===== src/rtl/param_counter_pkg.sv =====
// Shared types and constants for the param_counter slice.
// Down-count support is selected by PARAM_COUNTER_DOWN_EN in the files that use it.
package param_counter_pkg;

  localparam int DEFAULT_WIDTH = 6;

  // One bit is enough for the two-state run/halt machine.
  localparam int   STATE_W    = 1;
  localparam logic STATE_RUN  = 1'b0;
  localparam logic STATE_HALT = 1'b1;

  typedef enum logic [STATE_W-1:0] {
    RUN  = STATE_RUN,
    HALT = STATE_HALT
  } state_t;

endpackage


===== src/rtl/param_counter_if.sv =====
// Control/status bundle between a counter user (master) and param_counter (slave).
// The `up` direction signal exists only when PARAM_COUNTER_DOWN_EN is defined.
interface param_counter_if
  import param_counter_pkg::*;
#(
  parameter int WIDTH = DEFAULT_WIDTH
);

  logic             en;
  logic             load;
  logic [WIDTH-1:0] load_val;
  logic [WIDTH-1:0] limit;
  logic             oneshot;
`ifdef PARAM_COUNTER_DOWN_EN
  logic             up;
`endif
  logic [WIDTH-1:0] out;
  logic             tc;
  logic             wrap;
  logic             done;
  logic             halted;

  modport master (
`ifdef PARAM_COUNTER_DOWN_EN
    output up,
`endif
    output en, load, load_val, limit, oneshot,
    input  out, tc, wrap, done, halted
  );

  modport slave (
`ifdef PARAM_COUNTER_DOWN_EN
    input  up,
`endif
    input  en, load, load_val, limit, oneshot,
    output out, tc, wrap, done, halted
  );

endinterface


===== src/rtl/param_counter_count_step.sv =====
// Combinational step logic: candidate next values in both directions and
// the terminal compare (limit when counting up, zero when counting down).
module count_step
  import param_counter_pkg::*;
#(
  parameter int WIDTH = DEFAULT_WIDTH
) (
  input  logic [WIDTH-1:0] out,
  input  logic [WIDTH-1:0] limit,
  input  logic             up,
  output logic [WIDTH-1:0] next_up,
  output logic [WIDTH-1:0] next_down,
  output logic             at_terminal
);

  assign next_up     = out + WIDTH'(1);
  assign next_down   = out - WIDTH'(1);
  assign at_terminal = up ? (out == limit) : (out == '0);

endmodule


===== src/rtl/param_counter.sv =====
// Parametrised cycle counter with load, programmable terminal, wrap/one-shot
// modes, wrap pulse and sticky done. Down counting needs PARAM_COUNTER_DOWN_EN.
module param_counter
  import param_counter_pkg::*;
#(
  parameter int               WIDTH     = DEFAULT_WIDTH,
  parameter logic [WIDTH-1:0] RESET_VAL = '0
) (
  input  logic               clk,
  input  logic               clr,
  param_counter_if.slave     bus
);

  state_t           state_q;
  logic [WIDTH-1:0] out_q;
  logic             wrap_q;
  logic             done_q;

  logic             up_w;
  logic [WIDTH-1:0] next_up_w;
  logic [WIDTH-1:0] next_down_w;
  logic             at_terminal_w;
  logic [WIDTH-1:0] count_d;
  logic [WIDTH-1:0] reload_d;

`ifdef PARAM_COUNTER_DOWN_EN
  assign up_w = bus.up;
`else
  assign up_w = 1'b1;
`endif

  count_step #(
    .WIDTH (WIDTH)
  ) u_step (
    .out         (out_q),
    .limit       (bus.limit),
    .up          (up_w),
    .next_up     (next_up_w),
    .next_down   (next_down_w),
    .at_terminal (at_terminal_w)
  );

  // Non-terminal step, and the value taken when a free-running wrap occurs.
  assign count_d  = up_w ? next_up_w : next_down_w;
  assign reload_d = up_w ? '0 : bus.limit;

  always_ff @(posedge clk or negedge clr) begin
    if (!clr) begin
      state_q <= RUN;
      out_q   <= RESET_VAL;
      wrap_q  <= 1'b0;
      done_q  <= 1'b0;
    end else if (bus.load) begin
      state_q <= RUN;
      out_q   <= bus.load_val;
      wrap_q  <= 1'b0;
      done_q  <= 1'b0;
    end else if (bus.en) begin
      wrap_q <= 1'b0;
      case (state_q)
        RUN: begin
          if (at_terminal_w) begin
            if (bus.oneshot) begin
              state_q <= HALT;
              done_q  <= 1'b1;
            end else begin
              out_q  <= reload_d;
              wrap_q <= 1'b1;
            end
          end else begin
            out_q <= count_d;
          end
        end
        HALT: begin
          // Only load or clr leave HALT; enabled edges are ignored here.
        end
        default: state_q <= RUN;
      endcase
    end else begin
      wrap_q <= 1'b0;
    end
  end

  assign bus.out    = out_q;
  assign bus.tc     = at_terminal_w;
  assign bus.wrap   = wrap_q;
  assign bus.done   = done_q;
  assign bus.halted = (state_q == HALT);

endmodule


===== src/flat_wrapper.sv =====
// flat-port wrapper written by rule: the top's interface ports become plain ports
module param_counter_flat import param_counter_pkg::*;
#(
  parameter int               WIDTH     = DEFAULT_WIDTH,
  parameter logic [WIDTH-1:0] RESET_VAL = '0
)
  (clk, clr, bus_en, bus_load, bus_load_val, bus_limit, bus_oneshot, bus_out, bus_tc, bus_wrap, bus_done, bus_halted);
  param_counter_if #(.WIDTH(WIDTH)) bus_i ();
  input  logic clk;
  input  logic clr;
  input wire logic [$bits(bus_i.en)-1:0] bus_en;
  input wire logic [$bits(bus_i.load)-1:0] bus_load;
  input wire logic [$bits(bus_i.load_val)-1:0] bus_load_val;
  input wire logic [$bits(bus_i.limit)-1:0] bus_limit;
  input wire logic [$bits(bus_i.oneshot)-1:0] bus_oneshot;
  output wire logic [$bits(bus_i.out)-1:0] bus_out;
  output wire logic [$bits(bus_i.tc)-1:0] bus_tc;
  output wire logic [$bits(bus_i.wrap)-1:0] bus_wrap;
  output wire logic [$bits(bus_i.done)-1:0] bus_done;
  output wire logic [$bits(bus_i.halted)-1:0] bus_halted;
  assign bus_i.en = bus_en;
  assign bus_i.load = bus_load;
  assign bus_i.load_val = bus_load_val;
  assign bus_i.limit = bus_limit;
  assign bus_i.oneshot = bus_oneshot;
  assign bus_out = bus_i.out;
  assign bus_tc = bus_i.tc;
  assign bus_wrap = bus_i.wrap;
  assign bus_done = bus_i.done;
  assign bus_halted = bus_i.halted;
  param_counter #(.WIDTH(WIDTH), .RESET_VAL(RESET_VAL)) u_core (.clk(clk), .clr(clr), .bus(bus_i));
endmodule

===== config.mk =====
export PLATFORM = sky130hd
export DESIGN_NAME = param_counter_flat
export DESIGN_NICKNAME = d
export VERILOG_FILES = /design/src/rtl/param_counter_pkg.sv /design/src/rtl/param_counter_if.sv /design/src/rtl/param_counter_count_step.sv /design/src/rtl/param_counter.sv /design/src/flat_wrapper.sv
export SDC_FILE = /design/constraint.sdc
export NUM_CORES = 1
export LEC_CHECK = 0
export ABC_CLOCK_PERIOD_IN_PS = 2200
export BUFFER_PORTS_ARGS = -buffer_cell sky130_fd_sc_hd__buf_2
export CORE_MARGIN = 2
export CORE_UTILIZATION = 43
export DETAILED_ROUTE_END_ITERATION = 8
export HOLD_SLACK_MARGIN = 0.06
export PLACE_DENSITY_LB_ADDON = 0.3
export SLEW_MARGIN = 20
export SYNTH_ARGS = -nofsm -noshare
export SYNTH_HDL_FRONTEND = slang
export SYNTH_SLANG_ARGS = --single-unit

===== constraint.sdc =====
create_clock -name clk -period 2.2 [get_ports clk]
set_input_delay 0 -clock clk [delete_from_list [all_inputs] [get_ports clk]]
set_output_delay 0 -clock clk [all_outputs]
set_load 0.05 [all_outputs]

==> qor.txt, run 1 <==
Count of different cell masters after synthesis -> 28
Total via count in the routed design -> 596
Count of instances resized after the clock tree is built -> 0
Pins Over Slew Limit -> 0
Avg Synthesized Cell Area -> 9.54 um^2
Number of cells in the design after placement -> 98
Slew of the pin with the lowest slew margin -> 0.453 ns
Main area contributors after synthesis -> sky130_fd_sc_hd__dfrtp_1 (40%), sky130_fd_sc_hd__xor2_1 (9.3%), sky130_fd_sc_hd__a31o_1 (6.2%)
Number of iterations in the first detailed-routing pass -> 4
Root Driver -> sky130_fd_sc_hd__clkbuf_4
Largest net degree at the start of global routing -> 17
Post-layout minimum cycle time -> 1.81 ns
Part of the total power dissipated in the clock network -> 0.275
Half-perimeter wire length after detailed placement -> 989 um
Effective utilization at floorplan -> 0.444
Clock latency at the later pin of the worst-skew pair -> 0.26 ns
Relative contribution of combinational cells to total power -> 0.313
H-tree levels -> 1
DR iter-0 viols -> 14
Number of nets with antenna violations after detailed routing -> 0
Setup slack on the worst flop-to-flop path -> 0.41 ns
Share of synthesized area occupied by flip-flops and latches -> 0.400
Crit. Startpoint -> u_core.bus.out[4]$_DFFE_PN0P_
Number of endpoints with negative hold slack in the final report -> 0
Largest clock skew in the final design -> 0.00158 ns
Startpoint class of the critical path -> flip-flop
Net switching component of the power -> 0.000177 W
Number of buffers between clock root and the deepest sink -> 2
Count of final setup violators -> 0
Max cap viols -> 0
Final routed wirelength across all metal layers -> 1.37 mm
Area share of the largest cell type after synthesis -> 0.400
Chain of cells forming the critical path -> xor2_1 -> nor4_2 -> nand2_2 -> inv_2 -> buf_2
Leak pwr -> 0.393 nW
Largest stage delay on the critical path -> 0.44 ns
CP required -> 2.20 ns
Inserted Diodes -> 0
R2R cell count -> 5
Nets -> 112
Met2 global-route usage -> 0.339
Antenna violations before repair -> 0
Class of the most critical hold timing path -> input port to flip-flop
Core region area -> 0.00127 mm^2
Top post-synthesis cells by count -> sky130_fd_sc_hd__dfrtp_1 (9), sky130_fd_sc_hd__xor2_1 (6), sky130_fd_sc_hd__a31o_1 (4), sky130_fd_sc_hd__nor2_1 (4)
Highest Clock Rate -> 554 MHz
Number of buffer and inverter stages on the critical path -> 2
Count of state elements after synthesis -> 9
RD Place Congestion -> 0.827
Reg-to-reg endpoint -> u_core.bus.out[5]$_DFFE_PN0P_
Fraction of power spent switching nets -> 0.369
Power per cell area -> 607 mW/mm^2
I/O pin cnt -> 27
Vias per cell -> 5.52
Global route hottest layer -> met2
Routed length per placed instance -> 12.7 um
Tightest slew margin relative to the limit -> 0.698
Total number of placement rows -> 13
Syn Nets -> 77
GR Util All Layers -> 0.210
TritonCTS buffer count -> 3
Clock tree from TritonCTS -> yes
Dominant cell type by area after synthesis -> sky130_fd_sc_hd__dfrtp_1
Die Y -> 40.2 um
Gr ovfl total -> 0
Global Route met3 Usage -> 0.0500
Top_reg_cell synth -> sky130_fd_sc_hd__dfrtp_1
Type of the worst setup path -> flip-flop to output port
Leading cell type by number of instances after synthesis -> sky130_fd_sc_hd__dfrtp_1
Final-layout fill cell count -> 117
Arrival time of the worst setup path -> 1.81 ns
Min-Delay Endpoint -> u_core.bus.out[4]$_DFFE_PN0P_
Number of remaining DRC errors -> 0
Count of non-filler cells in the finished layout -> 108
Fraction of met1 tracks used by global routing -> 0.251
Fraction of registers with async set or reset after synthesis -> 1.00
Count of flip-flops with a built-in enable after synthesis -> 0
Cell area after synthesis -> 563 um^2
Number of warnings reported in the yosys synthesis log -> 0
First-pass GRT wire length -> 2.17 mm
Fraction of final layout cells with drive strength greater than 1 -> 0.355
CTS clk-pin slew, worst paths -> 0.06 ns
Total negative slack -> 0 ns
Kind of end point of the critical path -> output port
Hold Crit Start -> bus_load_val[4]
Worst hold stages -> 3
Post-Route Hold Slack -> 0.0590 ns
Internal power of the cells -> 0.000303 W
Sequential power share -> 0.412
Unrepaired setup endpoints after global routing -> false
Largest driver fanout on the critical path -> 9
Number of input and output port buffers inserted -> 26
Synthesized instance count -> 59
Maximum ir drop on the vdd rail -> 335 uV
Synthesis-to-finish area growth -> 40.4%
Overall die width -> 40.2 um
R2r startpoint -> u_core.bus.out[4]$_DFFE_PN0P_
Die ar. -> 0.00161 mm^2
Final clock period utilization by the worst path -> 0.821
Family with the most delay on the worst path -> simple AND/OR/NAND/NOR gates
Slowest cell on crit path -> sky130_fd_sc_hd__dfrtp_1
Status -> finished clean
Via count of the first global-routing pass -> 506
TritonCTS Sinks -> 9
==> metal layers <==
layer  vias up  wire length, um
li1        295                -
met1       271              601
met2        28              653
met3         2              104
met4         0               12
met5         -                0
==> how the worst max path moves through the flow <==
stage	end	slack (ns)	depth (start not counted)
detailed placement	u_core.bus.out[5]$_DFFE_PN0P_	0.44	5
finish	bus_tc	0.39	5
global route	bus_tc	0.29	5
CTS	bus_tc	0.39	5
floorplan	u_core.bus.out[5]$_DFFE_PN0P_	0.15	6
global placement	u_core.bus.out[5]$_DFFE_PN0P_	0.45	5
==> timing repair <==
action,CTS,global route
setup buffers,0,0
hold buffers,6,0
setup endpoints to repair,0,0
hold endpoints to repair,15,0
==> flip-flops by register name (all words and copies together), names as in the netlist <==
signal             flops
u_core.bus.out         6
u_core.bus.done        1
u_core.bus.wrap        1
u_core.bus.halted      1
==> kinds of logic after synthesis <==
logic type / synth area share
fa+ha+maj: 0.0222
simple gates: 0.202
compound gates: 0.231
mux: 0.0178
xor+xnor: 0.0933
flops: 0.400
buf+inv: 0.0333
==> worst register-to-register path: stages, from the launching register on <==
cell and delay (ns):
sky130_fd_sc_hd__dfrtp_1 0.44, sky130_fd_sc_hd__xor2_1 0.20, sky130_fd_sc_hd__nor4_2 0.39, sky130_fd_sc_hd__a21oi_1 0.23
sky130_fd_sc_hd__a22o_1 0.23, sky130_fd_sc_hd__a31o_1 0.18
==> per-stage QoR <==
| step | total power [W] | utilization | worst slack, ns | area (um^2) |
|---|---|---|---|---|
| floorplan | 0.000298 | - | 0.154 | 563 |
| global placement | 0.000340 | 0.555 | 0.450 | 704 |
| detailed placement | 0.000343 | 0.555 | 0.439 | 704 |
| CTS | 0.000484 | 0.623 | 0.387 | 791 |
| global route | 0.000506 | 0.623 | 0.289 | 791 |
| finish | 0.000480 | 0.623 | 0.393 | 791 |
==> layout make-up <==
type	count	area (um^2)	share of cell area
timing repair buffer	32	190	0.241
tap	15	18.8	0.0237
sequential	9	225	0.285
clock buffer	4	26.3	0.0332
multi-input combinational	45	319	0.403
inverter	3	11.3	0.0142
==> cells in the final DEF (no fill, tap or decap) <==
cell type / instances
sky130_fd_sc_hd__a21oi_1: 2
sky130_fd_sc_hd__a31oi_1: 1
sky130_fd_sc_hd__or3_1: 2
sky130_fd_sc_hd__mux2i_1: 1
sky130_fd_sc_hd__and3_1: 1
sky130_fd_sc_hd__a22o_1: 3
sky130_fd_sc_hd__dlygate4sd3_1: 6
sky130_fd_sc_hd__nand4_1: 1
sky130_fd_sc_hd__clkbuf_1: 1
sky130_fd_sc_hd__ha_1: 1
sky130_fd_sc_hd__o21bai_1: 1
sky130_fd_sc_hd__nand2_2: 1
sky130_fd_sc_hd__xor2_1: 6
sky130_fd_sc_hd__clkbuf_4: 3
sky130_fd_sc_hd__buf_2: 26
sky130_fd_sc_hd__inv_2: 1
sky130_fd_sc_hd__nor4_2: 1
sky130_fd_sc_hd__nor4b_1: 1
sky130_fd_sc_hd__a32o_1: 1
sky130_fd_sc_hd__a41oi_1: 1
sky130_fd_sc_hd__o21ai_1: 2
sky130_fd_sc_hd__nor2_1: 4
sky130_fd_sc_hd__nand2_1: 3
sky130_fd_sc_hd__inv_1: 2
sky130_fd_sc_hd__a31o_2: 1
sky130_fd_sc_hd__a31o_1: 4
sky130_fd_sc_hd__nand3_1: 2
sky130_fd_sc_hd__nor3_1: 3
sky130_fd_sc_hd__a22oi_1: 1
sky130_fd_sc_hd__dfrtp_1: 9
sky130_fd_sc_hd__or4b_1: 1
==> power groups by stage <==
stage | registers (W) | clock network, W | logic [W]
after floorplan | 0.000241 | 0 | 0.0000568
after global placement | 0.000200 | 0 | 0.000140
after detailed placement | 0.000201 | 0 | 0.000142
after CTS | 0.000198 | 0.000135 | 0.000151
after global routing | 0.000200 | 0.000143 | 0.000163
final | 0.000198 | 0.000132 | 0.000150
Power figures use the tool's default switching activity.
==> run 2, diff against run 1 <==
--- a/config.mk
+++ b/config.mk
@@ -5,7 +5,7 @@
 export SDC_FILE = /design/constraint.sdc
 export NUM_CORES = 1
 export LEC_CHECK = 0
-export ABC_CLOCK_PERIOD_IN_PS = 2200
+export ABC_CLOCK_PERIOD_IN_PS = 1700
 export BUFFER_PORTS_ARGS = -buffer_cell sky130_fd_sc_hd__buf_2
 export CORE_MARGIN = 2
 export CORE_UTILIZATION = 43
==> constraint.sdc (replaced) <==
create_clock -name clk -period 1.7 [get_ports clk]
set_input_delay 0 -clock clk [delete_from_list [all_inputs] [get_ports clk]]
set_output_delay 0 -clock clk [all_outputs]
set_load 0.05 [all_outputs]
==> qor.txt, run 2 (synthesized netlist as in run 1, its figures left out) <==
Total number of placement rows -> 13 (unchanged)
Number of endpoints with negative hold slack in the final report -> 0 (unchanged)
Power per cell area -> 753 mW/mm^2 (+24%)
Antenna violations before repair -> 0 (unchanged)
Total via count in the routed design -> 650 (+9.1%)
Final-layout fill cell count -> 107 (-8.5%)
Slowest cell on crit path -> sky130_fd_sc_hd__or4b_1
Number of buffers between clock root and the deepest sink -> 2 (unchanged)
Part of the total power dissipated in the clock network -> 0.248 (-0.027)
Overall die width -> 40.2 um (unchanged)
Core region area -> 0.00127 mm^2 (unchanged)
Effective utilization at floorplan -> 0.444 (unchanged)
First-pass GRT wire length -> 2.57 mm (+18%)
Count of final setup violators -> 1 (+1)
Number of nets with antenna violations after detailed routing -> 0 (unchanged)
Final routed wirelength across all metal layers -> 1.77 mm (+29%)
Root Driver -> sky130_fd_sc_hd__clkbuf_4
Setup slack on the worst flop-to-flop path -> -0.02 ns (-0.43 ns)
CTS clk-pin slew, worst paths -> 0.07 ns (about the same)
R2R cell count -> 6 (+1)
Largest driver fanout on the critical path -> 9 (unchanged)
Vias per cell -> 5.80 (+5.2%)
Leak pwr -> 0.425 nW (+8.2%)
Max cap viols -> 0 (unchanged)
CP required -> 1.85 ns (-0.35 ns)
H-tree levels -> 1 (unchanged)
Crit. Startpoint -> u_core.bus.out[1]$_DFFE_PN0P_
Largest clock skew in the final design -> 0.00269 ns (+0.00111 ns)
Startpoint class of the critical path -> flip-flop
Synthesis-to-finish area growth -> 60.2%
Sequential power share -> 0.369 (-0.043)
I/O pin cnt -> 27 (unchanged)
Unrepaired setup endpoints after global routing -> true
Type of the worst setup path -> flip-flop to flip-flop
Pins Over Slew Limit -> 0 (unchanged)
Highest Clock Rate -> 581 MHz
Nets -> 116 (+3.6%)
Length of routed wiring on met1 -> 699 um (+16%)
Crit. path cell count -> 6 (+1)
Final clock period utilization by the worst path -> 1.01
Number of input and output port buffers inserted -> 26 (unchanged)
Routed length per placed instance -> 15.8 um (+24%)
Number of iterations in the first detailed-routing pass -> 4 (unchanged)
Kind of end point of the critical path -> flip-flop
Die ar. -> 0.00161 mm^2 (unchanged)
Total negative slack -> -0.0207 ns (-0.0207 ns)
Crit path to -> u_core.bus.out[5]$_DFFE_PN0P_
Post-layout minimum cycle time -> 1.72 ns
Internal power of the cells -> 0.000420 W (+39%)
Largest stage delay on the critical path -> 0.53 ns (+0.09 ns)
Half-perimeter wire length after detailed placement -> 1.26 mm (+27%)
Tightest slew margin relative to the limit -> 0.740 (+0.0421)
Total power -> 0.000679 W (+42%)
Clock tree from TritonCTS -> yes
Met2 wire length -> 935 um (+43%)
Via count of the first global-routing pass -> 598 (+18%)
R2r startpoint -> u_core.bus.out[1]$_DFFE_PN0P_
WL met3 -> 117 um (+13%)
Gr ovfl total -> 0 (unchanged)
Violated checks -> setup timing
Clock latency at the later pin of the worst-skew pair -> 0.26 ns (about the same)
Inserted Diodes -> 0 (unchanged)
Chain of cells forming the critical path -> xor2_2 -> nor4_4 -> nand2_4 -> inv_6 -> or4b_1 -> a31o_1
Largest net degree at the start of global routing -> 17 (unchanged)
Fraction of final layout cells with drive strength greater than 1 -> 0.546 (+0.192)
Slew of the pin with the lowest slew margin -> 0.387 ns (-0.0661 ns)
DR iter-0 viols -> 13 (-1)
Topmost layer with routed signal wires -> met4
Reg-to-reg endpoint -> u_core.bus.out[5]$_DFFE_PN0P_
Largest register FFs -> 6 (unchanged)
Most frequent cells in the layout -> sky130_fd_sc_hd__buf_2 (25), sky130_fd_sc_hd__xor2_2 (6), sky130_fd_sc_hd__buf_4 (6), sky130_fd_sc_hd__dfrtp_2 (6), sky130_fd_sc_hd__dlygate4sd3_1 (5)
Net switching component of the power -> 0.000259 W (+46%)
Class of the most critical hold timing path -> input port to flip-flop
Arrival time of the worst setup path -> 1.87 ns (+0.06 ns)
Status -> finished, violations left
Number of buffer and inverter stages on the critical path -> 1 (-1)
Family with the most delay on the worst path -> simple AND/OR/NAND/NOR gates
Fraction of power spent switching nets -> 0.381 (+0.0126)
Number of remaining DRC errors -> 0 (unchanged)
RD Place Congestion -> 0.811 (-1.9%)
Die Y -> 40.2 um (unchanged)
Most frequent standard cell in the layout excluding fill and tap cells -> sky130_fd_sc_hd__buf_2
Worst path setup slack after routing -> -0.0207 ns (-0.414 ns)
TritonCTS Sinks -> 9 (unchanged)
Relative contribution of combinational cells to total power -> 0.383 (+0.070)
TritonCTS buffer count -> 3 (unchanged)
GR Util All Layers -> 0.252 (+0.0423)
Maximum ir drop on the vdd rail -> 471 uV (+40%)
run 2: layout make-up:
class | instances | area, um^2 | share of cell area
Inverter | 3 | 16.3 | 0.0180
Tap cell | 15 | 18.8 | 0.0208
Sequential cell | 9 | 233 | 0.258
Timing Repair Buffer | 36 | 220 | 0.244
Multi-Input combinational cell | 45 | 388 | 0.430
Clock buffer | 4 | 26.3 | 0.0291
run 2: what timing repair did:
action | CTS | global route
endpoints found under the hold margin | 14 | 0
endpoints found under the setup margin | 5 | 5
pin swaps | 4 | 2
gates resized for setup | 8 | 3
buffers inserted | 1 | 0
hold buffers | 5 | 0
run 2: worst min-delay path by stage:
stage	cells after the start	from	end	slack (ns)
finish	3	bus_oneshot	u_core.bus.halted$_DFFE_PN0N_	0.07
global route	3	bus_load_val[5]	u_core.bus.out[5]$_DFFE_PN0P_	0.09
CTS	3	bus_oneshot	u_core.bus.halted$_DFFE_PN0N_	0.06
detailed placement	1	clr	u_core.bus.done$_DFFE_PN0P_	-0.13
global placement	1	clr	u_core.bus.done$_DFFE_PN0P_	-0.13
floorplan	0	clr	u_core.bus.done$_DFFE_PN0P_	-0.30
run 2: routing by layer:
metal,global-route usage,vias up
met5,0,-
met4,0.108,0
met3,0.0611,4
met2,0.464,35
met1,0.270,318
li1,-,293
run 2: worst register-to-register path, cell delays in order, from the launching register on:
cell	delay, ns
sky130_fd_sc_hd__dfrtp_2	0.42
sky130_fd_sc_hd__xor2_2	0.21
sky130_fd_sc_hd__nor4_4	0.10
sky130_fd_sc_hd__nand2_4	0.09
sky130_fd_sc_hd__inv_6	0.05
sky130_fd_sc_hd__or4b_1	0.53
sky130_fd_sc_hd__a31o_1	0.20
run 2: power groups by stage:
stage | Clock [W] | Combinational [W] | Sequential (W)
after floorplan | 0 | 0.0000750 | 0.000315
after global routing | 0.000180 | 0.000277 | 0.000252
after global placement | 0 | 0.000217 | 0.000248
final | 0.000169 | 0.000260 | 0.000251
after detailed placement | 0 | 0.000224 | 0.000250
after CTS | 0.000173 | 0.000252 | 0.000249
run 2: metrics by stage:
step	hold slack, ns	util	cell area, um^2	instances	setup WS [ns]
floorplan	-0.296	-	579	59	-0.106
finish	0.0708	0.711	902	112	-0.0207
global placement	-0.131	0.598	758	103	0.0370
global route	0.0913	0.711	902	112	-0.0496
detailed placement	-0.132	0.598	758	103	-0.0332
CTS	0.0636	0.697	885	112	-0.00283
==> run 3, diff against run 2 <==
--- a/config.mk
+++ b/config.mk
@@ -7,11 +7,14 @@
 export LEC_CHECK = 0
 export ABC_CLOCK_PERIOD_IN_PS = 1700
 export BUFFER_PORTS_ARGS = -buffer_cell sky130_fd_sc_hd__buf_2
+export CELL_PAD_IN_SITES_DETAIL_PLACEMENT = 0
+export CELL_PAD_IN_SITES_GLOBAL_PLACEMENT = 2
 export CORE_MARGIN = 2
-export CORE_UTILIZATION = 43
+export CORE_UTILIZATION = 24
 export DETAILED_ROUTE_END_ITERATION = 8
 export HOLD_SLACK_MARGIN = 0.06
 export PLACE_DENSITY_LB_ADDON = 0.3
+export RECOVER_POWER = 100
 export SLEW_MARGIN = 20
 export SYNTH_ARGS = -nofsm -noshare
 export SYNTH_HDL_FRONTEND = slang
==> qor.txt, run 3 (synthesized netlist as in run 1, its figures left out) <==
Tightest slew margin relative to the limit -> 0.605 (-0.135)
Nets -> 119 (+2.6%)
Largest register FFs -> 6 (unchanged)
Number of iterations in the first detailed-routing pass -> 4 (unchanged)
Startpoint class of the critical path -> flip-flop
Most frequent cells in the layout -> sky130_fd_sc_hd__buf_2 (15), sky130_fd_sc_hd__clkbuf_1 (11), sky130_fd_sc_hd__buf_4 (8)
Gr ovfl total -> 0 (unchanged)
RD Place Congestion -> 0.776 (-4.4%)
Max cap viols -> 0 (unchanged)
Maximum ir drop on the vdd rail -> 361 uV (-23%)
Largest clock skew in the final design -> 0.00574 ns (+0.00305 ns)
Post-Place Setup Slack -> 0.0365 ns (+0.0697 ns)
Number of buffer and inverter stages on the critical path -> 1 (unchanged)
Antenna violations before repair -> 0 (unchanged)
First-pass GRT wire length -> 2.43 mm (-5.4%)
Post-layout minimum cycle time -> 1.65 ns (-0.0716 ns)
Worst path setup slack after routing -> 0.0509 ns (+0.0716 ns)
Leak pwr -> 0.391 nW (-7.9%)
Clock tree from TritonCTS -> yes
Hold Crit Start -> bus_load_val[3]
Inserted Diodes -> 0 (unchanged)
Total number of placement rows -> 17 (+4)
Pins Over Slew Limit -> 0 (unchanged)
Synthesis-to-finish area growth -> 61.8%
Number of buffers between clock root and the deepest sink -> 2 (unchanged)
DR iter-0 viols -> 13 (unchanged)
Core region area -> 0.00221 mm^2 (+74%)
Vias per cell -> 4.74 (-18%)
Part of the total power dissipated in the clock network -> 0.247 (about the same)
Final routed wirelength across all metal layers -> 1.59 mm (-10%)
Total via count in the routed design -> 607 (-6.6%)
Fraction of final layout cells with drive strength greater than 1 -> 0.430 (-0.116)
TritonCTS buffer count -> 3 (unchanged)
Status -> finished clean
TritonCTS Sinks -> 9 (unchanged)
Largest stage delay on the critical path -> 0.46 ns (-0.07 ns)
Net switching component of the power -> 0.000244 W (-5.9%)
Die ar. -> 0.00275 mm^2 (+70%)
Overall die width -> 52.4 um (+30%)
R2R cell count -> 6 (unchanged)
Highest Clock Rate -> 606 MHz (+4.3%)
Most frequent standard cell in the layout excluding fill and tap cells -> sky130_fd_sc_hd__buf_2
Fraction of power spent switching nets -> 0.368 (-0.0137)
Die Y -> 52.4 um (+30%)
Relative contribution of combinational cells to total power -> 0.380 (-0.003)
Min-Delay Endpoint -> u_core.bus.out[3]$_DFFE_PN0P_
CP required -> 1.85 ns (about the same)
Type of the worst setup path -> flip-flop to flip-flop
Largest net degree at the start of global routing -> 17 (unchanged)
GR Util All Layers -> 0.123 (-0.129)
Half-perimeter wire length after detailed placement -> 1.21 mm (-3.5%)
CTS clk-pin slew, worst paths -> 0.06 ns (about the same)
Routed length per placed instance -> 12.4 um (-21%)
Internal power of the cells -> 0.000419 W (-0.28%)
Class of the most critical hold timing path -> input port to flip-flop
Largest driver fanout on the critical path -> 9 (unchanged)
H-tree levels -> 1 (unchanged)
Effective utilization at floorplan -> 0.255 (-0.189)
Number of remaining DRC errors -> 0 (unchanged)
Number of input and output port buffers inserted -> 26 (unchanged)
Power per cell area -> 728 mW/mm^2 (-3.4%)
Worst hold stages -> 3 (unchanged)
Reg-to-reg endpoint -> u_core.bus.out[5]$_DFFE_PN0P_
Family with the most delay on the worst path -> simple AND/OR/NAND/NOR gates
Sequential power share -> 0.373 (+0.004)
Count of final setup violators -> 0 (-1)
Final clock period utilization by the worst path -> 0.970 (-0.0421)
Arrival time of the worst setup path -> 1.80 ns (-0.07 ns)
Via count of the first global-routing pass -> 528 (-12%)
Final core utilization -> 0.412 (-0.299)
I/O pin cnt -> 27 (unchanged)
Clock latency at the later pin of the worst-skew pair -> 0.26 ns (about the same)
Final-layout fill cell count -> 241 (+130%)
Number of nets with antenna violations after detailed routing -> 0 (unchanged)
R2r startpoint -> u_core.bus.out[5]$_DFFE_PN0P_
Slew of the pin with the lowest slew margin -> 0.596 ns (+0.209 ns)
Slowest cell on crit path -> sky130_fd_sc_hd__or4b_1
Number of endpoints with negative hold slack in the final report -> 0 (unchanged)
Root Driver -> sky130_fd_sc_hd__clkbuf_4
Kind of end point of the critical path -> flip-flop
Chain of cells forming the critical path -> xor2_1 -> nor2_2 -> nand2_2 -> inv_6 -> or4b_1 -> a31o_1
Setup slack on the worst flop-to-flop path -> 0.05 ns (+0.07 ns)
[run 3: what timing repair did]
| item | CTS | global route |
|---|---|---|
| gates resized for setup | 1 | 7 |
| setup endpoints to repair | 1 | 6 |
| pin swaps | 0 | 6 |
| endpoints found under the hold margin | 15 | 0 |
| gates cloned | 0 | 0 |
| buffers inserted | 0 | 2 |
| hold buffers | 6 | 0 |
[run 3: worst max-delay path by stage]
| stage | cells past startpoint | end | from | slack (ns) |
|---|---|---|---|---|
| floorplan | 6 | u_core.bus.out[5]$_DFFE_PN0P_ | u_core.bus.out[0]$_DFFE_PN0P_ | -0.11 |
| global placement | 6 | u_core.bus.out[5]$_DFFE_PN0P_ | u_core.bus.out[4]$_DFFE_PN0P_ | 0.03 |
| detailed placement | 5 | u_core.bus.out[3]$_DFFE_PN0P_ | u_core.bus.out[4]$_DFFE_PN0P_ | 0.04 |
| CTS | 5 | bus_tc | u_core.bus.out[4]$_DFFE_PN0P_ | 0.007 |
| global route | 6 | u_core.bus.out[5]$_DFFE_PN0P_ | u_core.bus.out[5]$_DFFE_PN0P_ | -0.01 |
| finish | 6 | u_core.bus.out[5]$_DFFE_PN0P_ | u_core.bus.out[5]$_DFFE_PN0P_ | 0.05 |
[run 3: metrics by stage]
| step | power (W) | hold slack (ns) | cell area (um^2) | setup TNS, ns | cells |
|---|---|---|---|---|---|
| after floorplan | 0.000390 | -0.296 | 579 | -0.332 | 59 |
| after global placement | 0.000473 | -0.128 | 774 | 0 | 116 |
| after detailed placement | 0.000471 | -0.129 | 774 | 0 | 116 |
| after CTS | 0.000652 | 0.0609 | 863 | 0 | 126 |
| after global routing | 0.000716 | 0.0636 | 911 | -0.0137 | 128 |
| final | 0.000663 | 0.0704 | 911 | 0 | 128 |
[run 3: area by class of cell]
type | count | area [um^2] | share of cell area
clock buffers | 4 | 26.3 | 0.0288
inverters | 3 | 16.3 | 0.0179
multi-input cells | 45 | 368 | 0.404
flip-flops and latches | 9 | 233 | 0.255
well taps | 28 | 35.0 | 0.0385
repair buffers | 39 | 233 | 0.255
[run 3: worst register-to-register path, cell delays in order, from the launching register on]
cell	delay [ns]
sky130_fd_sc_hd__dfrtp_2	0.41
sky130_fd_sc_hd__xor2_1	0.19
sky130_fd_sc_hd__nor2_2	0.09
sky130_fd_sc_hd__nand2_2	0.11
sky130_fd_sc_hd__inv_6	0.06
sky130_fd_sc_hd__or4b_1	0.46
sky130_fd_sc_hd__a31o_1	0.22
[run 3: power groups by stage]
stage	combinational, W	clock [W]	sequential [W]
finish	0.000252	0.000164	0.000247
global route	0.000272	0.000194	0.000250
CTS	0.000234	0.000173	0.000245
detailed placement	0.000222	0	0.000249
global placement	0.000225	0	0.000248
floorplan	0.0000750	0	0.000315
[run 3: metal layers]
layer,track usage,vias to the layer above,wire length (um)
li1,-,302,-
met1,0.162,282,709
met2,0.185,23,736
met3,0.0543,0,144
met4,0.0256,0,0
met5,0,-,0
